==> src/rtl/alu_share_arbiter.sv <==
// Round-robin arbiter that shares one combinational ALU between NUM_REQ requesters.
// Operands and result are registered; one operation is in flight at a time.
//
// state | meaning
// IDLE  | no operation in flight, grant offered to the next valid requester from rr_ptr
// EXEC  | operands registered, ALU settling
// RESP  | result held on resp_data, resp_valid raised to the owner until it accepts
module alu_share_arbiter #(
    parameter int NUM_REQ    = 2,
    parameter int DATA_WIDTH = 32,
    parameter int OPER_WIDTH = 4
) (
    input  logic                            clk,
    input  logic                            rst,
    input  logic [NUM_REQ-1:0]              req_valid,
    output logic [NUM_REQ-1:0]              req_ready,
    input  logic [NUM_REQ*OPER_WIDTH-1:0]   req_oper,
    input  logic [NUM_REQ*DATA_WIDTH-1:0]   req_a,
    input  logic [NUM_REQ*DATA_WIDTH-1:0]   req_b,
    output logic [NUM_REQ-1:0]              resp_valid,
    input  logic [NUM_REQ-1:0]              resp_ready,
    output logic [DATA_WIDTH-1:0]           resp_data,
    output logic [OPER_WIDTH-1:0]           alu_oper,
    output logic [DATA_WIDTH-1:0]           alu_a,
    output logic [DATA_WIDTH-1:0]           alu_b,
    input  logic [DATA_WIDTH-1:0]           alu_result
);

    localparam int PTR_W = $clog2(NUM_REQ);

    typedef enum logic [1:0] {
        IDLE = 2'd0,
        EXEC = 2'd1,
        RESP = 2'd2
    } state_t;

    state_t           state;
    state_t           state_nxt;
    logic [PTR_W-1:0] rr_ptr;
    logic [PTR_W-1:0] owner;
    logic [PTR_W-1:0] grant_idx;
    logic [PTR_W:0]   cand;
    logic             grant_found;
    logic             accept;
    logic             complete;

    // Rotating priority search; the wrap is an explicit subtract so non-power-of-two counts work.
    always_comb begin
        grant_found = 1'b0;
        grant_idx   = '0;
        cand        = '0;
        for (int k = 0; k < NUM_REQ; k++) begin
            cand = {1'b0, rr_ptr} + (PTR_W+1)'(k);
            if (cand >= (PTR_W+1)'(NUM_REQ)) begin
                cand = cand - (PTR_W+1)'(NUM_REQ);
            end
            if (!grant_found && req_valid[cand[PTR_W-1:0]]) begin
                grant_found = 1'b1;
                grant_idx   = cand[PTR_W-1:0];
            end
        end
    end

    always_comb begin
        state_nxt  = state;
        req_ready  = '0;
        resp_valid = '0;
        accept     = 1'b0;
        complete   = 1'b0;
        case (state)
            IDLE: begin
                if (!rst && grant_found) begin
                    req_ready = NUM_REQ'(1) << grant_idx;
                    accept    = 1'b1;
                    state_nxt = EXEC;
                end
            end
            EXEC: begin
                state_nxt = RESP;
            end
            RESP: begin
                if (!rst) begin
                    resp_valid = NUM_REQ'(1) << owner;
                end
                if (resp_ready[owner]) begin
                    complete  = 1'b1;
                    state_nxt = IDLE;
                end
            end
            default: begin
                state_nxt = IDLE;
            end
        endcase
    end

    always_ff @(posedge clk) begin
        if (rst) begin
            state     <= IDLE;
            rr_ptr    <= '0;
            owner     <= '0;
            alu_oper  <= '0;
            alu_a     <= '0;
            alu_b     <= '0;
            resp_data <= '0;
        end else begin
            state <= state_nxt;
            if (accept) begin
                alu_oper <= req_oper[grant_idx*OPER_WIDTH +: OPER_WIDTH];
                alu_a    <= req_a[grant_idx*DATA_WIDTH +: DATA_WIDTH];
                alu_b    <= req_b[grant_idx*DATA_WIDTH +: DATA_WIDTH];
                owner    <= grant_idx;
                rr_ptr   <= (grant_idx == PTR_W'(NUM_REQ-1)) ? '0 : grant_idx + PTR_W'(1);
            end
            if (state == EXEC) begin
                resp_data <= alu_result;
            end
        end
    end

    logic unused_complete;
    assign unused_complete = complete;

endmodule

==> config.mk <==
export PLATFORM = sky130hd
export DESIGN_NAME = alu_share_arbiter
export DESIGN_NICKNAME = d
export VERILOG_FILES = /design/src/rtl/alu_share_arbiter.sv
export SDC_FILE = /design/constraint.sdc
export NUM_CORES = 1
export LEC_CHECK = 0
export ABC_CLOCK_PERIOD_IN_PS = 3840
export CORE_MARGIN = 3
export CORE_UTILIZATION = 41
export DETAILED_ROUTE_END_ITERATION = 10
export GPL_TIMING_DRIVEN = 1
export PLACE_DENSITY = 0.84
export SYNTH_ARGS = -nofsm -noshare
export SYNTH_HDL_FRONTEND = slang
export SYNTH_SLANG_ARGS = --single-unit
==> constraint.sdc <==
create_clock -name clk -period 3.84 [get_ports clk]
set_input_delay 0.768 -clock clk [delete_from_list [all_inputs] [get_ports clk]]
set_output_delay 0.768 -clock clk [all_outputs]
set_load 0.05 [all_outputs]
# After elaboration in Yosys (flattened, before gate mapping)
# Index checks and enable logic that the tools add are counted.
dict set report op_classes {
  n_addsub 4
  n_lt_le_gt_ge 5
  n_eq_ne 4
  shifts 5
  muxes 22
  n_reduce_logical 6
}
# operator n
set ops {}
lappend ops {{64-bit by 7-bit indexed part select with 32-bit output} 2}
lappend ops {{1-bit 2-to-1 mux} 15}
lappend ops {{2-bit 2-to-1 mux} 6}
lappend ops {{8-bit by 4-bit indexed part select with 4-bit output} 1}
lappend ops {{1-bit by 2-bit < comparator with 1-bit output (second input constant)} 3}
lappend ops {{2-bit one-hot mux with 3 select lines} 1}
lappend ops {{2-bit inequality test (second input constant)} 2}
lappend ops {{1-bit by 1-bit left shift with 2-bit output (first input constant)} 2}
lappend ops {{1-bit by 1-bit adder with 2-bit output (second input constant)} 1}
lappend ops {{2-bit by 1-bit equality test with 1-bit output (second input constant)} 1}
lappend ops {{2-bit equality test (second input constant)} 1}
lappend ops {{1-bit by 2-bit greater-or-equal comparator with 1-bit output (second input constant)} 1}
lappend ops {{2-bit greater-or-equal comparator (second input constant)} 1}
lappend ops {{1-bit logical AND} 2}
lappend ops {{1-bit logical NOT} 2}
lappend ops {{2-bit logical NOT} 1}
lappend ops {{2-bit AND reduction} 1}
lappend ops {{1-bit subtractor (second input constant)} 2}
lappend ops {{1-bit adder (second input constant)} 1}
dict set report word_totals {
  ff_bits 104
  inputBits 174
  wordCells 53
}

# Depth between registers and ports, before layout
dict set report depth {
  ltp_word 11
  ltp_mapped 7
  ltp_nobuf 4
}

# Worst setup path before layout
# No wires, ideal clock.
dict set report synth_path {
  path_type {input port to output port}
  start {input rst}
  end {output resp_valid[0]}
  arrival_time_ns 2.742
  required_time_ns 3.072
  slack_ns 0.330
  cell_stages 3
  path_cell_list {buf_2 -> buf_1 -> nor4b_1}
}
dict set report synth_between {
  elab_chain_len 2
}
# element line_no
set synth_rtl {}
lappend synth_rtl {{start, declared} 14} ;# input logic rst,
lappend synth_rtl {{2-bit 2-to-1 mux} 82} ;# if (!rst) begin
lappend synth_rtl {{2-bit 2-to-1 mux} 70} ;# case (state)
lappend synth_rtl {{end, declared} 20} ;# output logic [NUM_REQ-1:0] resp_valid,
# Every way passes these cells.

# Final worst setup path
dict set report layout_path {
  start {input rst}
  end {output resp_valid[1]}
}
# The elaborated chain is that of the path after synthesis.

==> results by group <==
Run status
  • Status: finished, final reports clean

Synth
  • Synth top area share: 44.66%
  • Syn_nets: 740
  • Yosys cell types: 29
  • Area leader, netlist: dfxtp_1
  • Synth Warn #: 0
  • Synthesis-stage register bit count: 104
  • Synth top area cells: dfxtp_1 45%, a311oi_1 11%, a21oi_1 11%, nand3_1 7.4%, o21ai_0 7.1%
  • Post-Synthesis Cell Area: 4662 um^2
  • Avg Cell Area, Syn: 8.237 um^2
  • Cell count after synthesis: 566
  • Register area share after synthesis: 44.66%

GRT
  • Vias in the first global route: 5,252
  • Initial antenna violation count: 0
  • GRT Total Usage: 26.78%
  • Pin count of the biggest net entering global routing: 104
  • First-pass GRT wire length: 27,610 um
  • GRT Residual Overflow: 0

Floorplan
  • Die Y: 112.6 um
  • Std-Cell Rows: 38
  • Die X: 112.6 um
  • Die area: 12,690 um^2
  • Initial core utilization: 42.45%
  • Core area: 10,980 um^2
  • Ports: 278

Layout
  • Final cell count without fillers: 936
  • Diode count: 0
  • Layout cells sized above 1: 5.779%
  • P&R area growth vs syn: 64.09%
  • Fin util: 69.65%
  • Fillers: 886
  • Nets: 965

STA
  • Slew Viols, Final: 0
  • Max Clk Rate: 0.3405 GHz
  • Final Hold Viols: 0
  • Hold Slack: 458.5 ps
  • Setup TNS Final: 0 ps
  • Post-route clock period utilization: 76.49%
  • RSZ-0062 raised after global routing: no
  • Slew headroom: 22.29%
  • Final worst slack: 902.9 ps
  • Minimum clock period after layout: 2937 ps
  • Clock Skew: 6.602 ps
  • Worst-Margin Slew: 1166 ps
  • Setup-failing EPs final: 0

Place
  • GP Congestion: 0.8593
  • Placed cells: 920
  • PortBufs: 277
  • Pre-CTS setup slack: 1016 ps
  • Final HPWL DP: 12,070 um

Setup path
  • Worst path slowest cell: clkdlybuf4s50_1
  • Worst setup SP type: input port
  • Capturing point of the worst reg2reg path: alu_b[13]
  • Crit path cell chain: buf_4, nor4bb_1, clkdlybuf4s50_1
  • Delay-heaviest family, CP: buffers and inverters
  • Crit path kind: in -> out
  • Critical Path Fanout Max: 4
  • CP required: 3070 ps
  • Worst path bufs/invs: 2
  • Worst Setup End Kind: output port
  • R2R cell count: 5
  • R2R Path Start: state[1]
  • Levels on crit path: 3
  • Max stage delay on crit path: 900 ps
  • Crit path arrival time: 2170 ps
  • Internal reg-to-reg setup slack: 1720 ps

Clock tree
  • CTS-repair resized insts: 0
  • Worst skew pair latency: 340 ps
  • H-tree levels: 3
  • Number of clock sinks: 104
  • TritonCTS Buffers: 9
  • Worst-path clk slew: 70 ps
  • CTS tree: done
  • Post-CTS Setup Repair Bufs: 0
  • Bufs on Longest Clock Path: 2
  • CTS Hold Buffers Added: 0
  • Clock Tree Root: clkbuf_16

Min path
  • Hold Crit Depth: 2
  • Hold Path End: resp_data[18]
  • Hold_sp: resp_data[18]
  • Hold crit path type: reg -> reg

Job
  • Max Cap Viol: 0

Power
  • Worst IR drop on VDD: 0.2500 mV
  • Leakage power: 2.572 nW
  • P per Cell Area: 429.7 nW/um^2

Detailed routing
  • Drt via density: 5.806
  • ANT nets after route: 0
  • Routed WL: 17,880 um
  • Number of detailed-route iterations in the first pass: 5
  • Via count: 5,434
  • Residual DRC: 0
  • Initial drt markers: 512
  • Routed length per instance: 19.10 um
worst min-delay path, stage by stage, from the launching register on:
cell and delay [ps]:
dfxtp_1 310, nand2_1 50, a21oi_1 50
kinds of logic (layout without fill, tap and decap cells):
family,count (synthesis),after routing,synth area share (%)
muxes,1,1,0.2147
DFF,104,104,44.66
and+or+nand+nor,145,145,14.49
buffers and inverters,75,305,7.917
AOI/OAI and AO/OA,241,241,32.72
state kept, by name, indices dropped and copies added, names as in the netlist:
name / count
alu_b: 32
owner: 1
alu_oper: 4
resp_data: 32
state: 2
alu_a: 32
rr_ptr: 1
metal layers:
layer  part of all wire, %  track usage (%)
met5                     0                0
met4                   3.7            12.10
met3                   8.8            5.714
met2                    50            45.54
met1                    38            32.39
final cells by class:
type | count | area, um^2 | area share, %
clock inverter | 6 | 83.83 | 1.096
tap | 140 | 175.2 | 2.290
inverter | 3 | 11.26 | 0.1472
clock buffer | 10 | 229.0 | 2.993
multi-input combinational | 387 | 2216 | 28.97
timing repair buffer | 286 | 2853 | 37.29
sequential | 104 | 2082 | 27.22
cells in the mapped netlist, drive strengths merged:
master and n:
a211oi 1, nand2b 2, and2b 1, nor2 2
nand3b 1, nor4bb 1, buf 34, mux2i 1
a21bo 1, nand2 65, nand3 69, or2 1
o21ai 68, dfxtp 104, a311oi 68, a21oi 103
nor2b 1, nor3 1, inv 3, nor4b 1
clkbuf 38
cell usage in the layout, fill, tap and decap left out, drive strengths merged, types with 2 or more instances in the layout:
cell type      synthesis  layout
nand2                 65      65
o21ai                 68      68
nor2                   2       2
inv                    3       3
a311oi                68      68
clkinv                 0       4
nand3                 69      69
dfxtp                104     104
nand2b                 2       2
clkbuf                38      10
buf                   34      13
bufinv                 0       2
clkdlybuf4s50          0     273
a21oi                103     103
how the worst max path moves through the flow:
stage	from	end	slack [ps]
2_1_floorplan	rst	resp_valid[0]	330
3_3_place_gp	rst	resp_valid[1]	1040
3_5_place_dp	req_valid[0]	alu_b[13]	1020
4_1_cts	rst	resp_valid[1]	930
5_1_grt	rst	resp_valid[1]	860
6_report	rst	resp_valid[1]	900
stage by stage:
stage	total power [mW]	instance area, um^2
CTS	3.302	7650
floorplan	1.899	4662
global route	3.409	7650
global placement	2.310	7337
finish	3.287	7650
detailed placement	2.332	7337
power by group:
group | leakage (nW) | internal, mW | switching (mW) | total, mW
clock | 0.156 | 0.570 | 0.406 | 0.976
sequential | 0.855 | 1.18 | 0.0575 | 1.23
combinational | 1.56 | 0.426 | 0.652 | 1.08
total | 2.57 | 2.17 | 1.12 | 3.29
Note: power is estimated with default switching activity, not from simulation.
